$ cat config.mk
export PLATFORM = sky130hd
export DESIGN_NAME = axi_rd_master
export DESIGN_NICKNAME = d
export VERILOG_FILES = /design/src/rtl/axi_rd_master.sv
export SDC_FILE = /design/constraint.sdc
export NUM_CORES = 1
export LEC_CHECK = 0
export ABC_AREA = 1
export CAP_MARGIN = 20
export CORE_MARGIN = 3
export CORE_UTILIZATION = 25
export CTS_BUF_LIST = sky130_fd_sc_hd__clkbuf_2 sky130_fd_sc_hd__clkbuf_4 sky130_fd_sc_hd__clkbuf_8
export CTS_CLUSTER_DIAMETER = 80
export DETAILED_ROUTE_END_ITERATION = 16
export REMOVE_ABC_BUFFERS = 1
export SLEW_MARGIN = 30
export SYNTH_ARGS = -nofsm -noshare
export SYNTH_HDL_FRONTEND = slang
export SYNTH_SLANG_ARGS = --single-unit
export TNS_END_PERCENT = 10
$ cat constraint.sdc
create_clock -name clk -period 2.8 [get_ports clk]
set_input_delay 0.7 -clock clk [delete_from_list [all_inputs] [get_ports clk]]
set_output_delay 0.7 -clock clk [all_outputs]
set_load 0.01 [all_outputs]
$ cat src/rtl/axi_rd_master.sv
// AXI3 single-outstanding INCR read master: validates a burst request, issues one AR,
// consumes the R beats and keeps a beat count, an XOR checksum and sticky error flags.
module axi_rd_master #(
  parameter int unsigned MAX_LEN = 16
) (
  input  logic        clk,
  input  logic        rstn,
  input  logic        START_REG,
  input  logic [31:0] ADDR_REG,
  input  logic [31:0] LENGTH_REG,
  output logic        IDLE_REG,
  input  logic        CLR_REG,
  output logic [2:0]  ERR_REG,
  output logic [31:0] BEATS_REG,
  output logic [63:0] CSUM_REG,
  output logic [31:0] m_axi_araddr,
  output logic [3:0]  m_axi_arlen,
  output logic [2:0]  m_axi_arsize,
  output logic [1:0]  m_axi_arburst,
  output logic        m_axi_arvalid,
  input  logic        m_axi_arready,
  input  logic [63:0] m_axi_rdata,
  input  logic [1:0]  m_axi_rresp,
  input  logic        m_axi_rlast,
  input  logic        m_axi_rvalid,
  output logic        m_axi_rready
);
  typedef enum logic [2:0] {IDLE_ST, CHECK_ST, ADDR_ST, DATA_ST, DONE_ST} state_t;

  state_t      state_q, state_d;
  logic [31:0] addr_q, addr_d;
  logic [31:0] len_q, len_d;
  logic [31:0] idx_q, idx_d;
  logic [3:0]  arlen_q, arlen_d;
  logic        arvalid_q, arvalid_d;
  logic        rready_q, rready_d;
  logic        idle_q, idle_d;
  logic [2:0]  err_q, err_d;
  logic [31:0] beats_q, beats_d;
  logic [63:0] csum_q, csum_d;

  logic [35:0] end_byte;
  logic [31:0] idx_inc;
  logic        bad_req;
  logic        beat;

  // Wide sum so a huge length cannot wrap back under the 4KB limit.
  assign end_byte = {24'd0, addr_q[11:0]} + {1'b0, len_q, 3'b000};
  assign bad_req  = (len_q == 32'd0) || (len_q > 32'(MAX_LEN)) || (end_byte > 36'd4096);
  assign beat     = m_axi_rvalid && rready_q;
  assign idx_inc  = idx_q + 32'd1;

  always_comb begin
    state_d   = state_q;
    addr_d    = addr_q;
    len_d     = len_q;
    idx_d     = idx_q;
    arlen_d   = arlen_q;
    arvalid_d = arvalid_q;
    rready_d  = rready_q;
    err_d     = err_q;
    beats_d   = beats_q;
    csum_d    = csum_q;
    case (state_q)
      IDLE_ST: begin
        if (START_REG) begin
          addr_d  = ADDR_REG & 32'hFFFF_FFF8;
          len_d   = LENGTH_REG;
          idx_d   = 32'd0;
          state_d = CHECK_ST;
        end
      end
      CHECK_ST: begin
        if (bad_req) begin
          err_d[0] = 1'b1;
          state_d  = DONE_ST;
        end else begin
          arlen_d   = 4'(len_q - 32'd1);
          arvalid_d = 1'b1;
          state_d   = ADDR_ST;
        end
      end
      ADDR_ST: begin
        if (m_axi_arready) begin
          arvalid_d = 1'b0;
          rready_d  = 1'b1;
          state_d   = DATA_ST;
        end
      end
      DATA_ST: begin
        if (beat) begin
          idx_d   = idx_inc;
          beats_d = beats_q + 32'd1;
          csum_d  = csum_q ^ m_axi_rdata;
          if (m_axi_rresp != 2'b00) err_d[1] = 1'b1;
          if (m_axi_rlast) begin
            if (idx_inc != len_q) err_d[2] = 1'b1;
            rready_d = 1'b0;
            state_d  = DONE_ST;
          end else if (idx_inc == len_q) begin
            err_d[2] = 1'b1;
          end
        end
      end
      DONE_ST: state_d = IDLE_ST;
      default: state_d = IDLE_ST;
    endcase
    // Clear wins over anything the same cycle would have recorded.
    if (CLR_REG) begin
      err_d   = 3'd0;
      beats_d = 32'd0;
      csum_d  = 64'd0;
    end
  end

  assign idle_d = (state_d == IDLE_ST);

  always_ff @(posedge clk or negedge rstn) begin
    if (!rstn) begin
      state_q   <= IDLE_ST;
      addr_q    <= 32'd0;
      len_q     <= 32'd0;
      idx_q     <= 32'd0;
      arlen_q   <= 4'd0;
      arvalid_q <= 1'b0;
      rready_q  <= 1'b0;
      idle_q    <= 1'b1;
      err_q     <= 3'd0;
      beats_q   <= 32'd0;
      csum_q    <= 64'd0;
    end else begin
      state_q   <= state_d;
      addr_q    <= addr_d;
      len_q     <= len_d;
      idx_q     <= idx_d;
      arlen_q   <= arlen_d;
      arvalid_q <= arvalid_d;
      rready_q  <= rready_d;
      idle_q    <= idle_d;
      err_q     <= err_d;
      beats_q   <= beats_d;
      csum_q    <= csum_d;
    end
  end

  assign IDLE_REG      = idle_q;
  assign ERR_REG       = err_q;
  assign BEATS_REG     = beats_q;
  assign CSUM_REG      = csum_q;
  assign m_axi_araddr  = addr_q;
  assign m_axi_arlen   = arlen_q;
  assign m_axi_arsize  = 3'b011;
  assign m_axi_arburst = 2'b01;
  assign m_axi_arvalid = arvalid_q;
  assign m_axi_rready  = rready_q;
endmodule

==> summary.txt <==
Async SR Flop Fraction: 1.000
MaxCap Viol Count: 0
Post-Synthesis Mean Instance Area: 7.382 um^2
Pint: 0.005862 W
Final std cells w/o fill: 2432
Effective utilization at floorplan: 0.2558
Worst setup startpoint: len_q[0]
Register area share after synthesis: 0.4539
Top cells by area, synth: dfrtp_1, nand2_1, xor2_1, nor2_1, inv_1
Maximum VDD drop: 0.3603 mV
First-pass GRT wire length: 60.33 mm
DP Worst Slack: -69.77 ps
Cell count after synthesis: 1509
Hpwl dp: 28.23 mm
# DRC: 0
Share of power burned in registers: 0.401
Most frequent cells in the layout: nand2_1, clkdlybuf4s50_1, dfrtp_1
Core area: 43550 um^2
Tot GR Track Use: 0.1587
Placed cell area: 14720 um^2
Clock Latency Late Sink: 550 ps
Reg2reg path depth: 17
Final GP Congestion: 0.9183
Most common cell after layout, fill and taps aside: nand2_1
Clk sinks: 202
# hold bufs at CTS: 0
Final worst-path cycle share: 0.9273
CP required: 3230 ps
Worst setup SP type: flop
Vias in the first global route: 11140
Num rows: 76
Pre-Repair DR Iteration Count: 5
Layout Nets: 1965
Design area: 15650 um^2
Die H: 217.1 um
Layout cell share with drive strength beyond 1: 0.08243
Final worst slack: 203.5 ps
Min-Delay Path Class: in2async
Dpl cells: 2358
Root Buffer: clkbuf_8
Clock Skew: 10.58 ps
Switch share: 0.3106
Yosys top cell by area: dfrtp_1
Combinational Power Share: 0.211
Peak fanout along the critical path: 11
Post-synth top area share: 0.4515
H-tree depth: 2
Via-to-Cell Ratio: 4.565
Longest Clk Path Bufs: 3
Syn-to-layout area delta: 40.45%
CTS tree: built
Total grt overflow: 0
Slew Limit Fails: 0
WS Path Type: reg2reg
Post-route ant nets: 0
Post-CTS Resized: 0
Die width: 217.1 um
Library cells used by synthesis: 42
Clock buffer count from CTS: 39
Boundary Pins: 280
Main flop type after synthesis: dfrtp_1
Initial DRC count: 754
Synth warn: 0
Actual slew at the worst max-slew pin: 787.2 ps
Status: complete, no violations
CTS clk-pin slew, worst paths: 60 ps
Initial antenna violation count: 5
Crit end category: flop
Drt wl/cell: 15.54 um
Routed WL: 37.80 mm
R2r startpoint: len_q[0]
Data arrival time of the critical path: 3020 ps
Clock power frac: 0.388
Via count: 11100
Fin. Hold Viols: 0
Post-CTS Setup Bufs: 0
Final setup fails: 0
Leak: 6.923 nW
Synth Register Bits: 202
Largest net degree at the start of global routing: 68
WHS: 83.74 ps
Port buffer count: 268
Die area: 47130 um^2
Fmax: 385.1 MHz
Worst slew margin: 0.4752
Cell Area, Synth: 11140 um^2
Post-synth EDFFs: 0
Crit path time final: 2596 ps
Psw: 0.002641 W
Pwr dens: 543.5 nW/um^2
[stage by stage]
step / setup TNS, ps / util / total power [W]
final: 0 / 0.3592 / 0.008504
after global routing: -58.00 / 0.3592 / 0.009019
after CTS: 0 / 0.3583 / 0.008646
after detailed placement: -197.4 / 0.3379 / 0.005226
after global placement: -182.6 / 0.3379 / 0.005206
after floorplan: -39640 / - / 0.004298
[cell usage after synthesis (25+ instances only)]
cell	count
nor2_1	168
nor3_1	28
o22ai_1	25
nand3_1	100
clkbuf_1	33
dfrtp_1	201
o21ai_0	56
nand2_1	503
inv_1	145
nand4_1	33
a21oi_1	35
xor2_1	73
[routing by layer]
layer	vias up	wire length, um	track usage
li1	5419	-	-
met1	5186	15370	0.1978
met2	394	17860	0.2594
met3	100	3159	0.04342
met4	4	1387	0.06697
met5	-	16	0
[state kept, by name, indices dropped and copies added (netlist names), 3 cells and up]
signal and flops:
ERR_REG 3, idx_q 32, m_axi_araddr 29, state_q 3, m_axi_arlen 4, len_q 32, CSUM_REG 64, BEATS_REG 32
[path summary, 6_finish.rpt]
path | slack [ps] | to
worst max-delay path | 200 | m_axi_arlen[2]
worst min-delay path | 80 | BEATS_REG[13]
worst max register to register | 200 | m_axi_arlen[2]
worst min register to register | 470 | ERR_REG[2]
max in group asynchronous | 1920 | m_axi_araddr[31]
min in group clk | 470 | ERR_REG[2]
[cell families (layout without fill, tap and decap cells)]
family / Yosys count / in the layout / synth area share
AO/OA/AOI/OAI: 142 / 142 / 0.06975
XOR/XNOR: 76 / 76 / 0.05976
flip-flops: 202 / 202 / 0.4539
adder cells (fa/ha/maj): 14 / 14 / 0.01640
buffers and inverters: 206 / 535 / 0.07278
AND/OR/NAND/NOR: 867 / 867 / 0.3267
other: 2 / 11 / 0.0006742
[final cells by class]
type | instances | area (um^2)
Clock buffer | 60 | 775.7
Fill cell | 4576 | 27910
Timing Repair Buffer | 306 | 3045
Clock inverter | 11 | 111.4
Inverter | 158 | 593.1
Antenna cell | 3 | 7.507
Sequential cell | 202 | 5056
Tap cell | 585 | 732.0
Multi-Input combinational cell | 1107 | 5324
[worst max-delay path, cell delays in order (launching register included)]
cell and delay (ps):
dfrtp_1 410, ha_1 220, fa_2 380, nand3_1 120, nand2_1 110, nand3_1 130, nand2_2 80, nand2_1 70
nand2_1 50, a21oi_1 120, nand2_1 80, nand2_1 80, nand3_1 100, nor2_2 120, nand4_1 110, buf_6 180
nand2_1 50, o21ai_1 60
[power groups by stage]
stage	sequential (W)	clock, W	combinational (W)
global placement	0.00344	0	0.00176
global route	0.00343	0.00356	0.00202
finish	0.00341	0.00330	0.00180
CTS	0.00340	0.00345	0.00179
floorplan	0.00341	0	0.000891
detailed placement	0.00344	0	0.00178
No activity file was read; power rests on OpenSTA's default activity.
